[config.mk]
export PLATFORM = sky130hd
export DESIGN_NAME = alu
export DESIGN_NICKNAME = d
export VERILOG_FILES = /design/src/rtl/alu.sv
export SDC_FILE = /design/constraint.sdc
export NUM_CORES = 1
export LEC_CHECK = 0
export ABC_AREA = 0
export BUFFER_PORTS_ARGS = -buffer_cell sky130_fd_sc_hd__buf_4
export CAP_MARGIN = 30
export CORE_MARGIN = 1
export CORE_UTILIZATION = 45
export DETAILED_ROUTE_END_ITERATION = 8
export GPL_TIMING_DRIVEN = 0
export HOLD_SLACK_MARGIN = 0.03
export PLACE_DENSITY = 0.71
export SLEW_MARGIN = 40
export SYNTH_ARGS = -nofsm -noshare
export SYNTH_HDL_FRONTEND = slang
export SYNTH_SLANG_ARGS = --single-unit
[constraint.sdc]
create_clock -name clk -period 1.8 [get_ports clk]
set_input_delay 0.36 -clock clk [delete_from_list [all_inputs] [get_ports clk]]
set_output_delay 0.36 -clock clk [all_outputs]
set_load 0.05 [all_outputs]
[src/rtl/alu.sv]
// alu: 4-bit registered arithmetic/logic unit, eight ops on {sel2,sel1,sel0}
module alu (
  input  logic       clk,
  input  logic       rst_n,
  input  logic [3:0] a,
  input  logic [3:0] b,
  input  logic       cin,
  input  logic       sel0,
  input  logic       sel1,
  input  logic       sel2,
  input  logic       enable,
  output logic [3:0] out,
  output logic       cout
);
  logic [4:0] r;
  // Subtract in 5 bits: the range -16..15 fits, so bit 4 is the borrow
  always_comb begin
    r = '0;
    case ({sel2, sel1, sel0})
      3'd0: r = {1'b0, a} + {1'b0, b} + {4'b0, cin};
      3'd1: r = {1'b0, a} - {1'b0, b} - {4'b0, cin};
      3'd2: r = {1'b0, a & b};
      3'd3: r = {1'b0, a | b};
      3'd4: r = {1'b0, a ^ b};
      3'd5: r = {1'b0, ~a};
      3'd6: r = {a, cin};
      default: r = {a[0], cin, a[3:1]};
    endcase
  end
  always_ff @(posedge clk) begin
    if (!rst_n) {cout, out} <= '0;
    else if (enable) {cout, out} <= r;
  end
endmodule

Yosys cells after proc, flatten, opt, wreduce, memory -nomap -nowiden
Cells that the tools add are included.
{"block": "totals", "ff_bits": 5, "in_bits": 15, "out_inout_bits": 5, "elab_cells": 18}
{"block": "op_classes", "add_sub_neg": 4, "n_eq_ne": 6, "mux": 1, "bitwise": 4, "reduce_logical": 1}
{"cell": "5-bit case mux with 7 select lines", "n": 1}
{"cell": "3-bit == test (second input constant)", "n": 3}
{"cell": "3-bit by 2-bit == test with 1-bit output (second input constant)", "n": 2}
{"cell": "4-bit by 4-bit adder with 5-bit output", "n": 1}
{"cell": "5-bit by 1-bit adder with 5-bit output", "n": 1}
{"cell": "4-bit by 4-bit subtractor with 5-bit output", "n": 1}
{"cell": "5-bit by 1-bit subtractor with 5-bit output", "n": 1}
{"cell": "4-bit bitwise AND", "n": 1}
{"cell": "4-bit NOT", "n": 1}
{"cell": "4-bit bitwise OR", "n": 1}
{"cell": "4-bit bitwise XOR", "n": 1}
{"cell": "3-bit by 1-bit == test with 1-bit output (second input constant)", "n": 1}
{"cell": "3-bit logical NOT", "n": 1}

Logic depth before layout (Yosys ltp)
{"block": "depth", "depth_word": 3, "mapped_depth": 9, "ltp_nobuf": 9}

Worst setup path after synthesis
Ideal clock, no wire load.
{"block": "synth_path", "path_type": "input port to flip-flop", "from": "input port b[0]", "to": "register out[3]", "setup_ns": 0.070, "arrival_ns": 1.864, "path_slack_ns": -0.134, "path_stages": 8, "path_cell_list": "inv_1 fa_1 ha_1 a211oi_1 xor2_1 a211oi_1 o21ai_0 a21oi_1"}
{"block": "synth_via", "elab_chain_len": 3, "elab_cells_between_ends": 5}
{"element": "from (decl)", "line": "6", "rtl": "input logic [3:0] b,"}
{"element": "4-bit by 4-bit subtractor with 5-bit output or 4-bit by 4-bit adder with 5-bit output (tied branches)", "line": "21, 20"}
{"element": "5-bit by 1-bit subtractor with 5-bit output or 5-bit by 1-bit adder with 5-bit output (tied branches)", "line": "21, 20"}
{"element": "5-bit case mux with 7 select lines (*)", "line": "19", "rtl": "case ({sel2, sel1, sel0})"}
{"element": "to (signal assigned)", "line": "32", "rtl": "else if (enable) {cout, out} <= r;"}
{"element": "to (decl)", "line": "12", "rtl": "output logic [3:0] out,"}
Every way passes the cells marked *; elsewhere a longest branch is shown, timed or not.
A chain may end at the register's enable or synchronous reset.

Final worst setup path
{"block": "layout_path", "from": "input port a[0]", "to": "register out[1]"}
{"block": "layout_via", "elab_chain_len": 3, "elab_cells_between_ends": 5}
{"element": "from (decl)", "line": "5", "rtl": "input logic [3:0] a,"}
{"element": "4-bit by 4-bit subtractor with 5-bit output or 4-bit by 4-bit adder with 5-bit output (tied branches)", "line": "21, 20"}
{"element": "5-bit by 1-bit subtractor with 5-bit output or 5-bit by 1-bit adder with 5-bit output (tied branches)", "line": "21, 20"}
{"element": "5-bit case mux with 7 select lines (*)", "line": "19"}
Marked as above.

==> summary.txt <==
Global route
  • Layer with the highest usage: met2
  • Global routing usage on met3: 4.76%
  • GRT met2 Usage: 43.7%
  • Antenna violations before repair: 0
  • Pin count of the biggest net entering global routing: 11
  • GR Overflow Total: 0
  • Total track usage: a little under a quarter
  • Global-route wire length before repair: 3.49 mm
  • Met1 usage: 26.6%
  • Vias in the first global route: 863

Floorplan
  • Die width: ~46 microns
  • Die H: 45.7 microns
  • Row count: 15
  • Area of the die: 2090 sq um
  • IO Count: 20
  • Core ar.: 1760 sq um
  • Starting density of the core: 48.7%

Timing
  • F_max: 561 MHz
  • Worst-Margin Slew: ~0.34 ns
  • RSZ-0062 raised after global routing: true
  • Final Hold Viols: 0
  • Setup violators final: 0
  • Tmin final: between 1.5 and 2 ns
  • Clock Skew: 0 ns
  • Max_slew headroom: 77.2%
  • Pins Over Slew Limit: 0
  • Tcrit/Tclk final: 99.0%

Final layout
  • Layout Utilization: between 60% and 70%
  • Design area: approximately 1100 sq um
  • Layout area overhead: 30.4%
  • Filler Cells Inserted: roughly 170
  • Diodes inserted: 0
  • Nets: ~160
  • Layout cells sized above 1: 34.1%

Power and ir drop
  • Leak pwr: between 0.5 and 0.6 nW
  • Cell Pwr Density: between 400 and 500 nW/um^2
  • Total power draw: ~560 uW
  • Max VDD drop: 0.000290 V

Worst setup path
  • CP required: ~2.0 ns
  • Buf/Inv on CP: 1
  • Delay-heaviest family, CP: adder cells
  • CP Capture Type: flop
  • Data arrival, critical path: just under 2 ns
  • Most frequent CP cell: fa_2
  • Critical Path Source Type: primary input
  • WS Path Type: primary input to flop
  • Slowest cell on crit path: fa_2
  • Max incr delay on CP: 0.52 ns
  • Crit Path Max Fanout: 7
  • Critical-path cell list: buf_6 -> fa_2 -> fa_2 -> mux2i_1 -> o311ai_1 -> a32o_1

Synth
  • Main area contributors after synthesis: ha_1 17%, dfxtp_1 12%, fa_1 9.3%
  • Mapped Nets: ~140
  • Avg Cell Area, Syn: 8.03 sq um
  • Mapped Cells: 107
  • Largest area contributor in the netlist: ha_1
  • #FFs+latches synth: 5
  • Register area share after synthesis: a little under an eighth
  • Mapped Area: 860 sq um
  • Count of cell types in the netlist: 37
  • Yosys warnings: 0
  • Top cell type's share of synthesized area: 17.5%

Clocking
  • Root buf cell: clkbuf_4
  • Clk_lat worst skew: about 0.25 ns
  • H-tree levels: 1
  • TritonCTS clock tree: done
  • CTS buffer count: 3
  • CTS Buffer Depth: 2
  • Sink Count: 5
  • Cts hold-fix bufs: 0
  • Worst-path clk slew: 0.04 ns

Outcome
  • Outcome: complete, no violations

Placed design
  • RD Place Congestion: 0.866
  • DP Area: approximately 1000 sq um
  • Buffers on Ports: 17
  • Post-DP HPWL: approximately 1.6 mm

Route
  • Routed WL per cell: 14.2 microns
  • Detailed Route Iter0 Violations: 37
  • DR vias: around 890
  • DRC viols: 0
  • Post-route antenna net violation count: 0
  • Post-DR vias/cell: 5.79
  • Drt pass-1 iters: 4
  • Final wirelength: 2.19 mm

Flow run
  • Max cap viols: 0

Worst hold path
  • HP Class: primary input to flop
==> metal layers <==
layer / vias up / part of all wire, % / wire [microns]
met1: 428 / 40 / 873
li1: 427 / - / -
met3: 4 / 5.0 / 109
met5: - / 0 / 0
met4: 0 / 1.1 / 25
met2: 32 / 54 / 1180
==> logic make-up after synthesis <==
kind of cell	Yosys count	synth area share [%]
xor gates and xnor gates	2	2.04
adders and majority gates	16	26.8
DFF	5	11.6
AOI/OAI and AO/OA	32	27.4
and+or+nand+nor	28	16.0
buffers and inverters	20	9.90
muxes	4	6.26
==> power by group <==
group	internal [mW]	switching (mW)
Sequential	0.120	0.00493
Clock	0.0843	0.0540
Combinational	0.129	0.163
==> synthesized netlist by cell type <==
master,number
nand2b_4,1
inv_1,14
a31oi_1,2
fa_1,4
buf_2,5
o311ai_1,1
o221ai_1,2
a311o_1,1
nand4_1,1
a221oi_1,1
a211o_1,1
o21ai_0,6
nand2b_1,1
buf_4,1
a211oi_1,4
ha_1,12
mux2_2,1
nand2_1,6
xor2_1,1
mux4_2,1
dfxtp_1,5
xnor2_1,1
o31ai_1,1
or2b_1,1
a211oi_2,1
a32o_1,2
nand3_1,5
o211ai_1,1
mux2i_1,2
o211a_1,2
or3_1,1
nor3_1,2
a21o_1,1
o311ai_0,1
nor2b_1,1
nor2_1,9
a21oi_1,5
==> sequential cells by signal, indices dropped and copies added (netlist names) <==
register / flops
out: 4
cout: 1
==> layout by cell type (no fill, tap or decap), types with 4 or more instances in the layout <==
cell,netlist,final
buf_4,1,16
inv_1,14,11
nor2_1,9,9
ha_1,12,9
nand2_1,6,6
buf_2,5,5
nand3_1,5,5
dfxtp_1,5,5
a21oi_1,5,4
o21ai_0,6,4
fa_2,0,4
==> through the flow <==
step | setup WS (ns) | instances | hold WS [ns] | setup TNS [ns]
2_1_floorplan | -0.0122 | 107 | 0.460 | -0.0122
3_3_place_gp | -0.261 | 149 | 0.477 | -0.894
3_5_place_dp | -0.297 | 149 | 0.489 | -1.09
4_1_cts | -0.00366 | 153 | 0.329 | -0.00366
5_1_grt | -0.0480 | 154 | 0.373 | -0.0511
6_report | 0.0184 | 154 | 0.335 | 0
==> worst reg2reg max path, stage by stage, from the launching register on <==
cell and delay, ns:
dfxtp_1 0.32, a221oi_1 0.30, a21oi_1 0.10
==> what timing repair did <==
item | 4_1_cts | 5_1_grt
resized for setup | 1 | 14
cloned | 0 | 0
pin swaps | 2 | 12
setup endpoints to repair | 3 | 4
setup buffers | 0 | 1
==> final timing paths <==
check	slack (ns)	end	depth (start not counted)	startpoint
setup reg to reg	0.97	out[3]	2	out[3]
hold reg to reg	0.50	out[0]	1	out[0]
setup / recovery	0.02	out[1]	6	a[0]
hold / removal	0.34	out[2]	2	enable
==> layout make-up <==
class | count | area [sq um] | share of cell area (%)
buffer | 6 | 32.5 | 2.90
clock buffer | 4 | 26.3 | 2.34
inverter | 14 | 55.1 | 4.91
multi-input combinational | 82 | 726 | 64.7
sequential | 5 | 100 | 8.93
tap | 25 | 31.3 | 2.79
timing repair buffer | 18 | 150 | 13.4
Note: power is estimated with default switching activity, not from simulation.
